**src/rtl/mem_arb_pkg.sv**
```systemverilog
// Shared types and constants for the CPU/GP memory port arbiter.
package mem_arb_pkg;

  typedef enum logic [2:0] {
    IDLE      = 3'd0,
    CPU_ISSUE = 3'd1,
    CPU_WAIT  = 3'd2,
    GP_ISSUE  = 3'd3,
    GP_WAIT   = 3'd4
  } arb_state_t;

  localparam logic [3:0] WE_NONE = 4'b0000;

endpackage

```
**src/rtl/arb_age_counter.sv**
```systemverilog
// Saturating wait counter for a requester that loses arbitration.
// Raises starved once the requester has waited MAX_WAIT cycles.
module arb_age_counter #(
  parameter int MAX_WAIT = 16
) (
  input  logic clk,
  input  logic rst,
  input  logic waiting,
  input  logic granted,
  output logic starved
);

  localparam int W = $clog2(MAX_WAIT + 1);
  localparam logic [W-1:0] SAT = W'(MAX_WAIT);

  logic [W-1:0] count;

  // Count cycles spent requesting without a grant; saturate so the flag holds.
  always_ff @(posedge clk) begin
    if (rst)                      count <= '0;
    else if (!waiting || granted) count <= '0;
    else if (count != SAT)        count <= count + W'(1);
  end

  assign starved = (count >= SAT);

endmodule

```
**src/rtl/mem_port_arbiter.sv**
```systemverilog
// Shares one memory request port between CPU data traffic and GP burst reads.
// CPU wins by default; a starved GP wins the next arbitration.
//
// state     | meaning
// IDLE      | no transaction; arbitrate and latch the winner
// CPU_ISSUE | CPU request on mem port, waiting for mem_req_ready
// CPU_WAIT  | CPU read issued, waiting for the single response beat
// GP_ISSUE  | GP burst request on mem port, waiting for mem_req_ready
// GP_WAIT   | GP burst issued, forwarding BURST_LEN beats
module mem_port_arbiter
  import mem_arb_pkg::*;
#(
  parameter int BURST_LEN   = 8,
  parameter int GP_MAX_WAIT = 16
) (
  input  logic        clk,
  input  logic        rst,
  input  logic        cpu_req_valid,
  output logic        cpu_req_ready,
  input  logic [31:0] cpu_req_addr,
  input  logic [3:0]  cpu_req_we,
  input  logic [31:0] cpu_req_wdata,
  output logic        cpu_resp_valid,
  output logic [31:0] cpu_resp_data,
  input  logic        gp_req_valid,
  output logic        gp_req_ready,
  input  logic [31:0] gp_req_addr,
  output logic        gp_resp_valid,
  output logic [31:0] gp_resp_data,
  output logic        gp_resp_last,
  output logic        mem_req_valid,
  input  logic        mem_req_ready,
  output logic [31:0] mem_req_addr,
  output logic [3:0]  mem_req_we,
  output logic [31:0] mem_req_wdata,
  output logic        mem_req_burst,
  input  logic        mem_resp_valid,
  input  logic [31:0] mem_resp_data
);

  localparam int BW = $clog2(BURST_LEN);
  localparam logic [BW-1:0] LAST_BEAT = BW'(BURST_LEN - 1);

  arb_state_t    state, state_next;
  logic [31:0]   lat_addr, lat_wdata;
  logic [3:0]    lat_we;
  logic [BW-1:0] beat_cnt;
  logic          gp_starved, gp_win, cpu_win, last_beat;

  assign gp_win    = (state == IDLE) & gp_req_valid & (gp_starved | ~cpu_req_valid);
  assign cpu_win   = (state == IDLE) & cpu_req_valid & ~gp_win;
  assign last_beat = (beat_cnt == LAST_BEAT);

  arb_age_counter #(.MAX_WAIT(GP_MAX_WAIT)) u_age (
    .clk     (clk),
    .rst     (rst),
    .waiting (gp_req_valid),
    .granted (gp_win),
    .starved (gp_starved)
  );

  // State register.
  always_ff @(posedge clk) begin
    if (rst) state <= IDLE;
    else     state <= state_next;
  end

  // Request latch: captures the arbitration winner on the IDLE->ISSUE edge.
  always_ff @(posedge clk) begin
    if (rst) begin
      lat_addr  <= '0;
      lat_we    <= WE_NONE;
      lat_wdata <= '0;
    end else if (gp_win) begin
      lat_addr  <= gp_req_addr;
      lat_we    <= WE_NONE;
      lat_wdata <= '0;
    end else if (cpu_win) begin
      lat_addr  <= cpu_req_addr;
      lat_we    <= cpu_req_we;
      lat_wdata <= cpu_req_wdata;
    end
  end

  // Burst beat counter; wraps to zero on the final beat.
  always_ff @(posedge clk) begin
    if (rst)                beat_cnt <= '0;
    else if (gp_resp_valid) beat_cnt <= last_beat ? '0 : beat_cnt + BW'(1);
  end

  // Next-state logic, memory request drive and response steering.
  always_comb begin
    state_next     = state;
    cpu_req_ready  = 1'b0;
    gp_req_ready   = 1'b0;
    mem_req_valid  = 1'b0;
    mem_req_addr   = '0;
    mem_req_we     = WE_NONE;
    mem_req_wdata  = '0;
    mem_req_burst  = 1'b0;
    cpu_resp_valid = 1'b0;
    cpu_resp_data  = '0;
    gp_resp_valid  = 1'b0;
    gp_resp_data   = '0;
    gp_resp_last   = 1'b0;
    case (state)
      IDLE: begin
        cpu_req_ready = cpu_win;
        gp_req_ready  = gp_win;
        if (gp_win)       state_next = GP_ISSUE;
        else if (cpu_win) state_next = CPU_ISSUE;
      end
      CPU_ISSUE: begin
        mem_req_valid = 1'b1;
        mem_req_addr  = lat_addr;
        mem_req_we    = lat_we;
        mem_req_wdata = lat_wdata;
        if (mem_req_ready) state_next = (lat_we != WE_NONE) ? IDLE : CPU_WAIT;
      end
      CPU_WAIT: begin
        cpu_resp_valid = mem_resp_valid;
        if (mem_resp_valid) begin
          cpu_resp_data = mem_resp_data;
          state_next    = IDLE;
        end
      end
      GP_ISSUE: begin
        mem_req_valid = 1'b1;
        mem_req_addr  = lat_addr;
        mem_req_burst = 1'b1;
        if (mem_req_ready) state_next = GP_WAIT;
      end
      GP_WAIT: begin
        gp_resp_valid = mem_resp_valid;
        if (mem_resp_valid) begin
          gp_resp_data = mem_resp_data;
          gp_resp_last = last_beat;
          if (last_beat) state_next = IDLE;
        end
      end
      default: state_next = IDLE;
    endcase
  end

endmodule

```
**config.mk**
```make
export PLATFORM = sky130hd
export DESIGN_NAME = mem_port_arbiter
export DESIGN_NICKNAME = d
export VERILOG_FILES = /design/src/rtl/mem_arb_pkg.sv /design/src/rtl/arb_age_counter.sv /design/src/rtl/mem_port_arbiter.sv
export SDC_FILE = /design/constraint.sdc
export NUM_CORES = 1
export LEC_CHECK = 0
export ABC_AREA = 1
export BUFFER_PORTS_ARGS = -buffer_cell sky130_fd_sc_hd__buf_2
export CORE_AREA = 2 2 125 90
export CTS_CLUSTER_SIZE = 40
export DETAILED_ROUTE_END_ITERATION = 12
export DIE_AREA = 0 0 127 92
export GPL_ROUTABILITY_DRIVEN = 0
export GPL_TIMING_DRIVEN = 0
export PLACE_DENSITY_LB_ADDON = 0.3
export SYNTH_ARGS = -nofsm -noshare
export SYNTH_HDL_FRONTEND = slang
export SYNTH_SLANG_ARGS = --single-unit
export TNS_END_PERCENT = 1
```
**constraint.sdc**
```tcl
create_clock -name clk -period 2.4 [get_ports clk]
set_input_delay 0.48 -clock clk [delete_from_list [all_inputs] [get_ports clk]]
set_output_delay 0.48 -clock clk [all_outputs]
set_load 0.02 [all_outputs]
```
==> metrics.txt <==
Final ANT Viol Nets 0; via count between 5000 and 6000; gr usage total a little under a quarter; reg2reg end lat_wdata[7]; Fmax between 400 and 500 MHz; Clock Tree Buf Depth 2; first-pass GRT wire length between 20 and 25 mm; HP Start cpu_req_wdata[16]; Cell Pwr Density 1020 mW/mm^2; Area contributors post-synth dfxtp_1 34%, nor2_1 16%, inv_1 14%; DRT Pass-1 Iters 5; most common cell in the synthesized netlist nor2_1; Reg2Reg Launch Point state[0]; largest net degree at the start of global routing 14; crit path launch type register; Yosys reg bits 79; Max-Cap Viols 0; area leader, netlist dfxtp_1; nets 1192; Crit Path Class reg -> out; Die Width 127 um; Post-Synthesis Cells 763; clock-pin slew of the registers on the worst-case setup and hold paths roughly 0.060 ns; Synth top cells by count 197 x nor2_1, 179 x inv_1, 112 x nand2_1; Worst Path Required around 1.9 ns; Worst R2R Setup Slack 0.86 ns; die height 92 um; endpoint class of the critical path primary output; gr busiest metal met2; yosys warns 0; PortBufs 276; final count of pins violating max slew 0; Worst Hold Path EP lat_wdata[16]; Critical Path Most Common Cell buf_2; CTS buffer count 9; Pleak 0.00394 uW; Antenna Cells 0; P&R area growth vs syn 40.5%; CTS tree done; global routing usage on met2 between 30 and 40%; pre-CTS WS 0.246 ns; initial antenna violation count 0; clock latency on the worst-skew pair about 0.33 ns; worst vdd ir 600 uV; Final Cell Area 0.00651 mm^2; Main synth FF type dfxtp_1; count of cell types in the netlist 29; Post-Syn Nets slightly above 900; Hold Fails Final Rpt 0; Root Driver clkbuf_16; Residual DRC 0; fin crit share 97.1%; core area 0.0107 mm^2; hpwl dp 10.6 mm; Post-synth ARST share 0%; num rows 32; layout cells sized above 1 35.4%; Routed WL between 10 and 15 mm; vias in the first global route roughly 4600; CP Max Fanout 10; setup ws final 0.0706 ns; die area 0.0117 mm^2; Initial Utilization between 40 and 50%; Tot Pwr 6630 uW; Max stage delay on crit path 0.42 ns; Data arrival, critical path between 1.5 and 2 ns; minimum clock period about 2.3 ns; placed cell areas between 0.006 and 0.007 mm^2; actual slew at the worst max-slew pin 0.426 ns; Avg WL per Cell 11.3 um; slowest cell on the critical path dfxtp_1; hold depth 3; met3 Use GR roughly 5.3%; IO Pins 277; Post-synth EDFFs 0; syn avg cell area 6.08 um^2; cell depth of the worst flop-to-flop path 8; # hold bufs at CTS 0; share of the synthesized area in the top cell type around 34%; RSZ-0062 raised after global routing true; H-tree depth 3; Setup Viol. Count Final 0; Seq/Total Area, Yosys 34.1%; Setup Skew 0.00767 ns; postcts setup bufs 0; crit path cell chain inv_2 > nor3_1 > nand2_2 > buf_2 > nor2_1 > buf_2; outcome finished, final reports clean; post-DR vias/cell around 4.3; Rel. slew slack a little under three quarters; drt initial violations 230; CTS sink cnt 79; worst hold-check path type in -> reg; Synth Cell Area between 0.004 and 0.005 mm^2; met1 Usage GRT 31.8%; grt ovf 0
per-stage QoR:
step                setup TNS (ns)  utilization [%]  instances  hold WS (ns)
floorplan                        0                -        763         0.443
global placement                 0             58.1       1175         0.462
detailed placement               0             58.1       1175         0.464
CTS                              0             61.1       1191         0.371
global route                -0.499             61.2       1191         0.380
finish                           0             61.2       1191         0.383
logic make-up (layout without fill, tap and decap cells):
family / after synthesis / after routing / synth area share, %
compound gates: 73 / 73 / 9.50
xor+xnor: 4 / 4 / 0.756
fa+ha+maj: 4 / 4 / 1.08
buf+inv: 219 / 511 / 19.7
flops: 79 / 79 / 34.1
simple gates: 384 / 384 / 34.9
worst max-delay path by stage:
stage                   from           endpoint  slack (ns)
floorplan           state[1]  cpu_resp_data[10]        0.36
global route        state[0]  mem_req_wdata[20]       -0.06
global placement    state[2]   gp_resp_data[27]        0.26
CTS                 state[0]  mem_req_wdata[20]       0.006
finish              state[2]   gp_resp_data[27]        0.07
detailed placement  state[0]  mem_req_wdata[20]        0.25
critical path, delay by kind of cell, from the launching register on:
| kind | cells | cell delay [ns] |
|---|---|---|
| and+or+nand+nor | 3 | 0.56 |
| buffers and inverters | 3 | 0.54 |
| DFF | 1 | 0.42 |
cell usage in the layout (no fill, tap or decap), drive strengths merged, types with 4 or more instances in the layout:
master and n:
clkbuf 24, o21ai 69, inv 181, dfxtp 79, a21oi 4, ha 4
nand2 113, nand3 42, nand4 6, buf 302, nor2 221
area by class of cell:
class / count / area [um^2]
inverter: 181 / 682
multi-input combinational: 465 / 2150
buffer: 38 / 239
tap: 136 / 170
sequential: 79 / 1580
clock buffer: 12 / 256
timing repair buffer: 276 / 1380
fill: 1044 / 4140
clock inverter: 4 / 53.8
registers in the layout, summed over array words and instances, names as in the netlist:
| signal | flops |
|---|---|
| beat_cnt | 3 |
| lat_addr | 32 |
| lat_wdata | 32 |
| lat_we | 4 |
| state | 3 |
| u_age.count | 5 |
per-layer routing:
layer | vias to the layer above | share of wire [%]
li1 | 2797 | -
met1 | 2164 | 48
met2 | 183 | 43
met3 | 8 | 8.1
met4 | 0 | 0.64
met5 | - | 0
power breakdown:
part / internal [uW] / switching (uW) / total, uW
clock: 864 / 521 / 1390
combinational: 1110 / 2160 / 3280
sequential: 1750 / 215 / 1970
repair_timing:
| action | in CTS | in global routing |
|---|---|---|
| gates resized for setup | 3 | 16 |
| pin swaps | 0 | 1 |
| endpoints found under the setup margin | 26 | 72 |
No activity file was read; power rests on OpenSTA's default activity.
